## config.mk

```make
export PLATFORM = sky130hd
export DESIGN_NAME = alu_seq
export DESIGN_NICKNAME = d
export VERILOG_FILES = /design/src/rtl/alu_seq_pkg.sv /design/src/rtl/alu_seq_fifo.sv /design/src/rtl/alu_seq.sv
export SDC_FILE = /design/constraint.sdc
export NUM_CORES = 1
export LEC_CHECK = 0
export CAP_MARGIN = 20
export CORE_UTILIZATION = 35
export CTS_BUF_LIST = sky130_fd_sc_hd__clkbuf_4
export CTS_CLUSTER_DIAMETER = 120
export DETAILED_ROUTE_END_ITERATION = 12
export GPL_TIMING_DRIVEN = 1
export PLACE_DENSITY = 0.68
export SLEW_MARGIN = 10
export SYNTH_ARGS = -nofsm -noshare
export SYNTH_HDL_FRONTEND = slang
export SYNTH_SLANG_ARGS = --single-unit
```

## constraint.sdc

```tcl
create_clock -name clk -period 2.95 [get_ports clk]
set_input_delay 0.295 -clock clk [delete_from_list [all_inputs] [get_ports clk]]
set_output_delay 0.295 -clock clk [all_outputs]
set_load 0.01 [all_outputs]
```

## src/rtl/alu_seq_pkg.sv

```systemverilog
// alu_seq_pkg: shared widths, FSM state encoding and command payload for alu_seq.
package alu_seq_pkg;

    localparam int unsigned DATA_W = 8;
    localparam int unsigned SEL_W  = 2;
    localparam int unsigned CMD_W  = 12;

    localparam logic [1:0] ST_IDLE = 2'd0;
    localparam logic [1:0] ST_EXEC = 2'd1;
    localparam logic [1:0] ST_CAPT = 2'd2;
    localparam logic [1:0] ST_RESP = 2'd3;

    typedef enum logic [1:0] {
        IDLE = ST_IDLE,
        EXEC = ST_EXEC,
        CAPT = ST_CAPT,
        RESP = ST_RESP
    } state_t;

    // Command payload; field order sets the 12-bit FIFO word layout.
    typedef struct packed {
        logic [SEL_W-1:0]  sel;
        logic              load;
        logic              chain;
        logic [DATA_W-1:0] opnd;
    } cmd_t;

endpackage

```

## src/rtl/alu_seq_fifo.sv

```systemverilog
// alu_seq_fifo: synchronous first-word-fall-through FIFO with wrap-around pointers
// carrying one extra bit to tell full from empty. A push while full is dropped
// unless a pop happens in the same cycle.
module alu_seq_fifo #(
    parameter int unsigned DEPTH = 4,
    parameter int unsigned WIDTH = 12
) (
    input  logic             clk,
    input  logic             rst,
    input  logic             push,
    input  logic [WIDTH-1:0] push_data,
    input  logic             pop,
    output logic [WIDTH-1:0] pop_data,
    output logic             full,
    output logic             empty
);

    localparam int unsigned AW = (DEPTH > 1) ? $clog2(DEPTH) : 1;

    logic [AW:0]      wptr;
    logic [AW:0]      rptr;
    logic [WIDTH-1:0] mem [DEPTH];
    logic             do_push;
    logic             do_pop;

    assign empty    = (wptr == rptr);
    assign full     = (wptr[AW] != rptr[AW]) && (wptr[AW-1:0] == rptr[AW-1:0]);
    assign do_pop   = pop && !empty;
    assign do_push  = push && (!full || do_pop);
    assign pop_data = mem[rptr[AW-1:0]];

    // Pointer update; the extra MSB toggles on each wrap.
    always_ff @(posedge clk or posedge rst) begin
        if (rst) begin
            wptr <= '0;
            rptr <= '0;
        end else begin
            if (do_push) wptr <= wptr + (AW+1)'(1);
            if (do_pop)  rptr <= rptr + (AW+1)'(1);
        end
    end

    // Storage write; contents need no reset since pointers gate visibility.
    always_ff @(posedge clk) begin
        if (do_push) mem[wptr[AW-1:0]] <= push_data;
    end

endmodule

```

## src/rtl/alu_seq.sv

```systemverilog
// alu_seq: command sequencer driving an external combinational ALU through
// IDLE -> EXEC -> CAPT -> RESP, keeping an 8-bit accumulator and a carry.
// Optional feature macro ALU_SEQ_FIFO_EN inserts a DEPTH-entry command FIFO
// ahead of the FSM; without it cmd_ready is high only in IDLE.
module alu_seq
    import alu_seq_pkg::*;
#(
    parameter int unsigned DEPTH = 4
) (
    input  logic              clk,
    input  logic              rst,
    input  logic              cmd_valid,
    output logic              cmd_ready,
    input  logic [SEL_W-1:0]  cmd_sel,
    input  logic              cmd_load,
    input  logic              cmd_chain,
    input  logic [DATA_W-1:0] cmd_opnd,
    output logic [DATA_W-1:0] alu_a,
    output logic [DATA_W-1:0] alu_b,
    output logic              alu_c,
    output logic [SEL_W-1:0]  alu_sel,
    input  logic [DATA_W-1:0] alu_o,
    input  logic [DATA_W-1:0] alu_flag,
    output logic              res_valid,
    input  logic              res_ready,
    output logic [DATA_W-1:0] res_data,
    output logic [DATA_W-1:0] res_flag,
    output logic              busy
);

    state_t            state;
    state_t            state_nxt;
    cmd_t              cmd_in;
    cmd_t              cmd;
    logic              cmd_avail;
    logic              take;
    logic              res_fire;
    logic [DATA_W-1:0] acc;
    logic              carry;

    assign cmd_in   = '{sel: cmd_sel, load: cmd_load, chain: cmd_chain, opnd: cmd_opnd};
    assign res_fire = res_valid && res_ready;

`ifdef ALU_SEQ_FIFO_EN
    logic             fifo_full;
    logic             fifo_empty;
    logic [CMD_W-1:0] fifo_head;

    alu_seq_fifo #(
        .DEPTH (DEPTH),
        .WIDTH (CMD_W)
    ) u_fifo (
        .clk       (clk),
        .rst       (rst),
        .push      (cmd_valid && cmd_ready),
        .push_data (cmd_in),
        .pop       (take),
        .pop_data  (fifo_head),
        .full      (fifo_full),
        .empty     (fifo_empty)
    );

    assign cmd_ready = !fifo_full;
    assign cmd_avail = !fifo_empty;
    assign cmd       = cmd_t'(fifo_head);
`else
    logic unused_cfg;
    assign unused_cfg = ^DEPTH;

    // Ready mirrors "next state is IDLE", so it equals state==IDLE as a flop.
    always_ff @(posedge clk or posedge rst) begin
        if (rst) cmd_ready <= 1'b1;
        else     cmd_ready <= (state_nxt == IDLE);
    end

    assign cmd_avail = cmd_valid && cmd_ready;
    assign cmd       = cmd_in;
`endif

    // State register.
    always_ff @(posedge clk or posedge rst) begin
        if (rst) state <= IDLE;
        else     state <= state_nxt;
    end

    // Next-state logic and command take strobe.
    always_comb begin
        state_nxt = state;
        take      = 1'b0;
        case (state)
            IDLE: begin
                if (cmd_avail) begin
                    take      = 1'b1;
                    state_nxt = cmd.load ? RESP : EXEC;
                end
            end
            EXEC:    state_nxt = CAPT;
            CAPT:    state_nxt = RESP;
            RESP:    if (res_fire) state_nxt = IDLE;
            default: state_nxt = IDLE;
        endcase
    end

    // Datapath: ALU drive, accumulator/carry, and response registers.
    always_ff @(posedge clk or posedge rst) begin
        if (rst) begin
            alu_a     <= '0;
            alu_b     <= '0;
            alu_c     <= 1'b0;
            alu_sel   <= '0;
            acc       <= '0;
            carry     <= 1'b0;
            res_data  <= '0;
            res_flag  <= '0;
            res_valid <= 1'b0;
        end else begin
            if (take && !cmd.load) begin
                alu_a   <= acc;
                alu_b   <= cmd.opnd;
                alu_sel <= cmd.sel;
                alu_c   <= cmd.chain & carry;
            end
            if (take && cmd.load) begin
                acc      <= cmd.opnd;
                res_data <= cmd.opnd;
                res_flag <= '0;
            end
            if (state == CAPT) begin
                acc      <= alu_o;
                res_data <= alu_o;
                res_flag <= alu_flag;
                carry    <= alu_flag[0];
            end
            // Valid rises one cycle into RESP and drops on the transfer edge.
            if (state == RESP) res_valid <= !res_fire;
            else               res_valid <= 1'b0;
        end
    end

    // Busy flag registered from the next state.
    always_ff @(posedge clk or posedge rst) begin
        if (rst) busy <= 1'b0;
        else     busy <= (state_nxt != IDLE);
    end

endmodule

```

==> summary.txt <==
=====================================================================================
Number of rows in the core area ........................................           24
Synth Warn # ...........................................................            0
Biggest area consumer among synthesized cells .......................... sky130_fd_sc_hd__dfrtp_1
Via count of the first global-routing pass .............................        1,271
Number of antenna violations at the first check in global routing ......            0
Number of instances in the synthesized netlist .........................          119
Class of the tightest hold or removal check ............................ input port to asynchronous set/reset pin
Setup clock skew after layout ..........................................     10.01 ps
CP startpoint kind .....................................................     register
CTS Hold Bufs ..........................................................            0
Total core area ........................................................     4414 µm²
Max Clock Freq .........................................................    518.8 MHz
Tightest Pin Transition ................................................     691.1 ps
Setup Crit Path Kind ................................................... register to register
Final hold slack .......................................................     269.7 ps
Crit Reg-Reg Startpoint ................................................     state[0]
Worst EP arrival .......................................................      2140 ps
Sequential-to-total area share from yosys stat .........................       62.72%
CTS tree ...............................................................          yes
Slew HR ................................................................       53.71%
Clock Pin Slew Worst Setup and Hold Paths ..............................       110 ps
Fraction of registers with async set or reset after synthesis ..........       100.0%
Place WS ...............................................................     839.5 ps
Number of vias in the routed layout ....................................        1,225
Maximum buffer depth of the clock tree .................................            2
Count of routing violations after the opening detailed-route iteration .           47
Number of post-CTS setup repair buffers ................................            0
Total of buffers placed on input and output ports ......................           69
Count of nets after finishing ..........................................          224
Post-synthesis cell type count .........................................           21
TritonCTS Sinks ........................................................           41
Ports placed on the boundary ...........................................           70
Cts bufs inserted ......................................................            5
Power density over the cells ........................................... 928.0 nW/µm²
DRC violations left ....................................................            0
Total nets after synthesis .............................................          151
Setup total negative slack .............................................         0 ps
Number of flip-flops and latches in the synthesized netlist ............           41
Placer Congestion ......................................................       0.8273
Post-Synthesis Cell Area ...............................................     1638 µm²
Status ................................................................. complete, no violations
Slew Limit Fails .......................................................            0
Required time of the worst setup path ..................................      3160 ps
Pin count of the biggest net entering global routing ...................           23
Buffer type at the clock tree root ..................................... sky130_fd_sc_hd__clkbuf_4
Setup slack after layout ...............................................      1023 ps
Utilization after layout ...............................................       54.93%
Leakage dissipation ....................................................     1.063 nW
Final count of negative-setup-slack endpoints ..........................            0
Syn_area_per_cell ......................................................    13.76 µm²
Die Area ...............................................................     4957 µm²
Number of diodes added for antenna fixing ..............................            0
Aggregate routed wire length ...........................................      3804 µm
Number of enable-type register cells in the synthesized netlist ........            0
Starting density of the core ...........................................       37.10%
Post-synthesis to final-layout area growth .............................       48.05%
Leading register cell type out of synthesis ............................ sky130_fd_sc_hd__dfrtp_1
Wire length of the first global-routing pass ...........................      6120 µm
Crit path capture type .................................................     register
Final cycle utilization of the critical path ...........................       65.33%
Worst vdd rail ir drop .................................................  0.0003862 V
Detail-routed via count per cell .......................................        5.020
Unrepaired setup endpoints after global routing ........................           no
Clock network latency to the later pin of the worst-skew pair ..........       340 ps
Die outline width ......................................................     70.41 µm
CP Max Fanout ..........................................................           15
Fraction of final layout cells sized beyond drive strength 1 ...........       17.71%
Area contributors post-synth ........................................... sky130_fd_sc_hd__dfrtp_1, sky130_fd_sc_hd__mux2_2, sky130_fd_sc_hd__mux2i_1
Number of iterations in the first detailed-routing pass ................            4
Average routed wire per standard cell ..................................     15.59 µm
Die Ht .................................................................     70.41 µm
Top-area cell type share of the netlist area ...........................       61.12%
Count of H-tree levels built during CTS ................................            2
Final Hold Fails .......................................................            0
GRT Overall Usage ......................................................       16.35%
Number of filler cells placed in the layout ............................          371
Post-cts sizing count ..................................................            0
Number of violations of the max-capacitance limit ......................            0
Worst Setup SP .........................................................     state[0]
Post-layout min period .................................................      1927 ps
Post-DP HPWL ...........................................................      2812 µm
Routed Antenna Nets ....................................................            0
Overflow left after global routing .....................................            0
=====================================================================================
## metrics by stage
stage	cell area, µm²	power [mW]	instances
finish	2425	2.250	244
global route	2425	2.401	244
CTS	2425	2.283	244
detailed placement	2376	2.020	237
global placement	2376	1.983	237
floorplan	1638	1.445	119
## per-layer routing
layer	track usage, %	part of all wire (%)	vias up
li1	-	-	570
met1	19.57	41	598
met2	25.61	49	51
met3	7.648	8.3	6
met4	6.000	1.7	0
met5	0	0	-
## cells by family after synthesis
family	synth area share, %
compound gates	11.38
simple gates	4.279
flops	62.72
mux	18.56
buf+inv	3.056
## area by class of cell
| cell class | count | area [µm²] | area share, % |
|---|---|---|---|
| Inverter | 2 | 7.507 | 0.3096 |
| Clock buffer | 6 | 45.04 | 1.858 |
| Tap cell | 52 | 65.06 | 2.683 |
| Sequential cell | 41 | 1027 | 42.36 |
| Clock inverter | 1 | 3.754 | 0.1548 |
| Timing Repair Buffer | 72 | 713.2 | 29.41 |
| Multi-Input combinational cell | 70 | 563.0 | 23.22 |
## synth_stat cells, drive strengths merged, types with 2 or more instances
cell	instances
a21oi	3
a22o	8
buf	4
clkbuf	2
dfrtp	40
inv	2
mux2	19
mux2i	9
nand2	5
nand3	2
nor2	2
o21ai	17
## cell usage in the layout, fill, tap and decap left out
cell type / Yosys / routed
sky130_fd_sc_hd__mux2_2: 19 / 19
sky130_fd_sc_hd__nor2b_2: 0 / 1
sky130_fd_sc_hd__nor2_1: 2 / 2
sky130_fd_sc_hd__clkbuf_4: 0 / 6
sky130_fd_sc_hd__or2_2: 1 / 1
sky130_fd_sc_hd__a22o_1: 6 / 6
sky130_fd_sc_hd__inv_1: 2 / 1
sky130_fd_sc_hd__mux2i_1: 9 / 9
sky130_fd_sc_hd__a21o_1: 1 / 1
sky130_fd_sc_hd__a22o_2: 2 / 2
sky130_fd_sc_hd__nand3_1: 2 / 2
sky130_fd_sc_hd__nor4_4: 1 / 1
sky130_fd_sc_hd__a21oi_1: 3 / 3
sky130_fd_sc_hd__o21ai_0: 17 / 17
sky130_fd_sc_hd__nand2_1: 5 / 5
sky130_fd_sc_hd__clkdlybuf4s50_1: 0 / 69
sky130_fd_sc_hd__dfstp_2: 1 / 1
sky130_fd_sc_hd__clkinv_1: 0 / 2
sky130_fd_sc_hd__buf_4: 1 / 3
sky130_fd_sc_hd__dfrtp_1: 40 / 40
sky130_fd_sc_hd__a31oi_1: 1 / 1
## final timing paths
path                            depth (start not counted)  slack, ps   endpoint
worst max-delay path                                    4       1020     acc[3]
worst min-delay path                                    2        270   alu_b[2]
worst max register to register                          4       1020     acc[3]
worst min register to register                          1        510   alu_b[0]
max in group asynchronous                               3       1940  cmd_ready
min in group clk                                        1        510   alu_b[0]
## power breakdown
| part | total (mW) | switching, mW | internal [mW] | leakage, nW |
|---|---|---|---|---|
| Sequential | 0.977 | 0.179 | 0.799 | 0.518 |
| Clock | 0.257 | 0.161 | 0.0958 | 0.0292 |
| Combinational | 1.02 | 0.413 | 0.603 | 0.516 |
| Total | 2.25 | 0.753 | 1.50 | 1.06 |
## worst max-delay path: stages, from the launching register on
cell and delay (ps):
sky130_fd_sc_hd__dfrtp_1 580, sky130_fd_sc_hd__nor2b_2 610, sky130_fd_sc_hd__buf_4 270, sky130_fd_sc_hd__mux2i_1 220, sky130_fd_sc_hd__o21ai_0 110
## sequential cells by signal, indices dropped and copies added, names as in the netlist
name,flops
alu_a,8
busy,1
carry,1
res_flag,8
state,2
alu_sel,2
res_valid,1
cmd_ready,1
alu_c,1
acc,8
alu_b,8
Power figures use the tool's default switching activity.
